File: config.mk
export PLATFORM = sky130hd
export DESIGN_NAME = tlb_maint_ctrl
export DESIGN_NICKNAME = d
export VERILOG_FILES = /design/src/rtl/tlb_maint_ctrl.sv
export SDC_FILE = /design/constraint.sdc
export NUM_CORES = 1
export LEC_CHECK = 0
export ABC_AREA = 1
export CORE_MARGIN = 10
export CORE_UTILIZATION = 41
export DETAILED_ROUTE_END_ITERATION = 10
export PLACE_DENSITY = 0.78
export SLEW_MARGIN = 30
export SYNTH_ARGS = -nofsm -noshare
export SYNTH_HDL_FRONTEND = slang
export SYNTH_SLANG_ARGS = --single-unit
File: constraint.sdc
create_clock -name clk -period 1.75 [get_ports clk]
set_input_delay 0.35 -clock clk [delete_from_list [all_inputs] [get_ports clk]]
set_output_delay 0.35 -clock clk [all_outputs]
set_load 0.02 [all_outputs]
File: src/rtl/tlb_maint_ctrl.sv
// rtl/tlb_maint_ctrl.sv - TLB maintenance controller: single-cycle TLBSRCH/RD/WR/FILL
// handshakes and a multi-cycle INVTLB sweep over every entry.
module tlb_maint_ctrl #(
  parameter int          TLBNUM    = 16,
  parameter int          IDXW      = $clog2(TLBNUM),
  parameter int          FILL_MODE = 0,
  parameter logic [15:0] LFSR_SEED = 16'hACE1
) (
  input  logic            clk,
  input  logic            reset,
  input  logic            op_valid,
  input  logic [4:0]      op,
  input  logic [4:0]      inv_op,
  input  logic [9:0]      inv_asid,
  input  logic [18:0]     inv_vppn,
  input  logic            op_flush,
  input  logic [IDXW-1:0] csr_tlbidx_index,
  output logic [IDXW-1:0] r_index,
  input  logic            r_e,
  input  logic            r_g,
  input  logic [9:0]      r_asid,
  input  logic [18:0]     r_vppn,
  input  logic [5:0]      r_ps,
  output logic            we,
  output logic [IDXW-1:0] w_index,
  output logic            inv_we,
  output logic [IDXW-1:0] inv_index,
  output logic            busy,
  output logic            op_done
);

  typedef enum logic {IDLE = 1'b0, SWEEP = 1'b1} state_e;

  state_e          state_q, state_d;
  logic [IDXW-1:0] cnt_q, cnt_d;
  logic [IDXW-1:0] fill_ptr_q, fill_ptr_d;
  logic [15:0]     lfsr_q, lfsr_d;
  logic [4:0]      inv_op_q, inv_op_d;
  logic [9:0]      inv_asid_q, inv_asid_d;
  logic [18:0]     inv_vppn_q, inv_vppn_d;

  logic            accept, abort, last, fill_we;
  logic            asid_eq, va_match, entry_hit;
  logic [IDXW-1:0] fill_idx;
  logic            unused_r_e;

  assign unused_r_e = r_e;

  // A dropped op_valid during the sweep means WB moved on, so it aborts like a flush.
  assign abort   = op_flush | ~op_valid;
  assign last    = (cnt_q == IDXW'(TLBNUM - 1));
  assign accept  = (state_q == IDLE) & op_valid & op[0] & ~op_flush & (inv_op <= 5'd6);
  assign fill_we = (state_q == IDLE) & op_valid & op[1] & ~op_flush;
  assign fill_idx = (FILL_MODE == 1) ? lfsr_q[IDXW-1:0] : fill_ptr_q;

  // Huge (2MB, ps=21) pages only compare the upper 9 VPPN bits.
  assign asid_eq  = (r_asid == inv_asid_q);
  assign va_match = (r_ps == 6'd21) ? (r_vppn[18:10] == inv_vppn_q[18:10])
                                    : (r_vppn == inv_vppn_q);

  always_comb begin
    case (inv_op_q)
      5'd0, 5'd1: entry_hit = 1'b1;
      5'd2:       entry_hit = r_g;
      5'd3:       entry_hit = ~r_g;
      5'd4:       entry_hit = ~r_g & asid_eq;
      5'd5:       entry_hit = ~r_g & asid_eq & va_match;
      5'd6:       entry_hit = (r_g | asid_eq) & va_match;
      default:    entry_hit = 1'b0;
    endcase
  end

  always_ff @(posedge clk or posedge reset) begin
    if (reset) state_q <= IDLE;
    else       state_q <= state_d;
  end

  always_comb begin
    state_d = state_q;
    case (state_q)
      IDLE:    if (accept) state_d = SWEEP;
      SWEEP:   if (abort || last) state_d = IDLE;
      default: state_d = IDLE;
    endcase
  end

  always_comb begin
    r_index   = '0;
    w_index   = '0;
    inv_index = '0;
    we        = 1'b0;
    inv_we    = 1'b0;
    busy      = 1'b0;
    op_done   = 1'b0;
    if (!reset) begin
      case (state_q)
        IDLE: begin
          op_done = op_valid & ((|op[4:1]) | (op[0] & (inv_op > 5'd6)));
          we      = op_valid & (op[2] | op[1]) & ~op_flush;
          if (op_valid & op[3]) r_index = csr_tlbidx_index;
          if (op[2])      w_index = csr_tlbidx_index;
          else if (op[1]) w_index = fill_idx;
        end
        SWEEP: begin
          busy      = 1'b1;
          r_index   = cnt_q;
          inv_index = cnt_q;
          inv_we    = ~abort & entry_hit;
          op_done   = ~abort & last;
        end
        default: ;
      endcase
    end
  end

  always_comb begin
    cnt_d      = cnt_q;
    fill_ptr_d = fill_ptr_q;
    inv_op_d   = inv_op_q;
    inv_asid_d = inv_asid_q;
    inv_vppn_d = inv_vppn_q;
    lfsr_d     = {1'b0, lfsr_q[15:1]} ^ (lfsr_q[0] ? 16'hB400 : 16'h0000);
    if (accept) begin
      cnt_d      = '0;
      inv_op_d   = inv_op;
      inv_asid_d = inv_asid;
      inv_vppn_d = inv_vppn;
    end else if (state_q == SWEEP) begin
      cnt_d = cnt_q + IDXW'(1);
    end
    if (fill_we) fill_ptr_d = fill_ptr_q + IDXW'(1);
  end

  always_ff @(posedge clk or posedge reset) begin
    if (reset) begin
      cnt_q      <= '0;
      fill_ptr_q <= '0;
      lfsr_q     <= LFSR_SEED;
      inv_op_q   <= '0;
      inv_asid_q <= '0;
      inv_vppn_q <= '0;
    end else begin
      cnt_q      <= cnt_d;
      fill_ptr_q <= fill_ptr_d;
      lfsr_q     <= lfsr_d;
      inv_op_q   <= inv_op_d;
      inv_asid_q <= inv_asid_d;
      inv_vppn_q <= inv_vppn_d;
    end
  end

endmodule

==> results.cfg <==
[place]
portBuffers = 98
gp_congestion = 0.8377
dp_hpwl_um = 6139
place_inst = 589

[run_status]
violations = setup timing
outcome = finished with violations

[global_routing]
use_met1_pct = 17.46
grt_use_met2_pct = 26.89
met3_usage_pct = 4.833
grt_max_degree = 44
grt_pass1_wl_um = 12960
grt_usage_pct = 15.17
grt_pass1_vias = 2906
overflow = 0
top_usage_layer = met2
antenna_found_initial = 0

[layout]
layout-drive-gt1-share_pct = 36.53
fin_cells = 608
area_delta_synth_final_pct = 67.05
final_nets = 616
seq_area_um2 = 1076
multi_input_area_um2 = 1515
antenna_cells = 0
finish.utilization_pct = 71.21
nFillCells = 522

[critical_path]
crit_type = register to primary output
crit_fanout = 2
cp-end-kind = primary output
reg2reg_depth = 11
r2r-end = inv_vppn_q[1]
crit_path_start = inv_vppn_q[5]
arrival_ps = 1600
r2r_slack_ps = 120
reg2reg_from = state_q
critical_path.endpoint = inv_we
startpoint_type = register
worstPathRequired_ps = 1400

[sta]
finalSetupViolCount = 8
max_freq_mhz = 513.8
worst_pin_slew_ps = 564.7
rsz0062_at_grt = yes
period_needed_ps = 1946
relSlewSlack_pct = 62.35
hold_violations = 0
holdWs_ps = 463.1
finalSetupTns_ps = -707.9
layout_setup_ws_ps = -196.2
finalCritPeriodShare_pct = 111.2
clock_skew_ps = 4.889
finalMaxSlewViolations = 0

[die]
fp.coreArea_um2 = 6422
die_area_um2 = 10350
die_w_um = 101.7
die_y_um = 101.7
start_util_pct = 42.63
rows = 29
ioPinCount = 100

[route]
dr.pass1.iters = 4
vias = 2785
totalWireLength_um = 8156
antenna_left = 0
wl_per_cell_um = 13.41
drt_iter0_drc = 58
vias_per_cell = 4.581
post-route-drc-count = 0

[clock_tree]
clkSinkCount = 43
cts-buffers-inserted = 5
clock_path_buffers = 2
clk_pin_slew_worst_paths_ps = 80
clk_latency_ps = 290
h-tree-depth = 2
ctsHoldBuffers = 0
root_buffer = clkbuf_8
cts_tree = yes

[power]
power_density_nw_per_um2 = 769.9
seq_power_share_pct = 41.2
fin_total_pwr_mw = 3.521
switchingPower_mw = 1.180
pwr-share-comb_pct = 41.2
switching_share_pct = 33.52
ir_drop_uv = 637.6
power_frac_clock_pct = 17.6
leakagePower_nw = 2.385
intPower_mw = 2.341

[flow_run]
max-cap-violations = 0

[yosys]
netlist_instances = 361
yosysWarnings = 0
syn_area_um2 = 2738
synth-seq-cells = 43
seq_area_frac_synth_pct = 39.31
yosys.cell_types.count = 30
postSynthAreaPerCell_um2 = 7.583
synth_fp_nets = 447

[hold_path]
hp-class = input port to register
registers in the layout (all words and copies together) (netlist names):
| signal | cells |
|---|---|
| inv_op_q | 5 |
| inv_asid_q | 10 |
| fill_idx | 4 |
| inv_vppn_q | 19 |
| state_q | 1 |
| cnt_q | 4 |
layer usage:
layer / up-vias / share of wire, % / wire [um]
met5: - / 0 / 0
met4: 0 / 0.21 / 17
met3: 2 / 7.3 / 596
met2: 70 / 51 / 4169
met1: 1280 / 41 / 3373
li1: 1433 / - / -
power groups by stage:
stage	clock network, mW	logic, mW	registers, mW
3_3_place_gp	0	1.30	1.45
4_1_cts	0.644	1.39	1.45
3_5_place_dp	0	1.36	1.46
6_report	0.621	1.45	1.45
2_1_floorplan	0	0.659	1.45
5_1_grt	0.690	1.61	1.48
cell families (layout without fill, tap and decap cells):
family / count (synthesis) / after routing / synth area share (%)
adders and majority gates: 2 / 2 / 0.9139
and+or+nand+nor: 210 / 210 / 35.88
buffers and inverters: 66 / 236 / 11.93
xor gates and xnor gates: 20 / 20 / 6.399
muxes: 1 / 1 / 0.4113
DFF: 43 / 43 / 39.31
AOI/OAI and AO/OA: 19 / 19 / 5.165
cells in the mapped netlist, drive strengths merged:
library cell  count  area (um2)
nand2           147       681.9
inv              57       216.5
dfrtp            43        1076
nor2             40       165.2
nand3            14       70.07
xor2             12       105.1
buf               8       106.4
xnor2             8       70.07
nand4             5       31.28
o21ai             5       25.02
a211oi            4       30.03
o22ai             4       25.02
nor3              3       26.28
a21oi             2       10.01
ha                2       25.02
o311ai            2       35.04
clkbuf            1       3.750
mux2              1       11.26
nand3b            1       7.510
o211ai            1       7.510
o41ai             1       8.760
critical path: stages (launching register included):
cell and delay [ps]:
dfrtp_1 400, xor2_1 140, nor2_1 150, nand2_1 80
o21ai_2 180, nand3_2 100, a21oi_2 130, buf_6 130
cell usage in the layout (no fill, tap or decap), types with 9 or more instances in the layout:
| cell | count |
|---|---|
| nand2_1 | 96 |
| buf_4 | 70 |
| clkdlybuf4s50_1 | 52 |
| nand2_2 | 50 |
| inv_1 | 45 |
| dfrtp_1 | 43 |
| nor2_1 | 26 |
| dlygate4sd2_1 | 23 |
| xor2_1 | 12 |
| buf_6 | 12 |
| inv_2 | 10 |
| nand3_1 | 9 |
final cells by class:
| class | count | share of cell area (%) |
|---|---|---|
| inverter | 57 | 4.815 |
| clock buffer | 6 | 1.587 |
| clock inverter | 2 | 0.2736 |
| sequential | 43 | 23.53 |
| timing repair buffer | 171 | 34.56 |
| multi-input combinational | 252 | 33.13 |
| tap | 77 | 2.107 |
worst min-delay path by stage:
stage / startpoint / end / slack [ps] / cells past startpoint
after floorplan: reset / cnt_q[0] / 350 / 1
after global placement: fill_idx[3] / fill_idx[3] / 460 / 1
after detailed placement: fill_idx[3] / fill_idx[3] / 470 / 1
after CTS: fill_idx[3] / fill_idx[3] / 480 / 1
after global routing: inv_op[0] / inv_op_q[0] / 460 / 4
final: inv_op[0] / inv_op_q[0] / 460 / 4
metrics by stage:
step | cell area (um2) | setup slack [ps]
finish | 4573 | -196.2
global route | 4573 | -341.6
CTS | 4400 | -257.7
detailed placement | 4240 | -908.5
global placement | 4240 | -893.5
floorplan | 2745 | -77.57
what timing repair did:
item / CTS / global route
setup buffers: 5 / 7
gates resized for setup: 129 / 42
gates cloned: 0 / 0
endpoints found under the setup margin: 16 / 15
pin swaps: 21 / 25
Note: power is estimated with default switching activity, not from simulation.
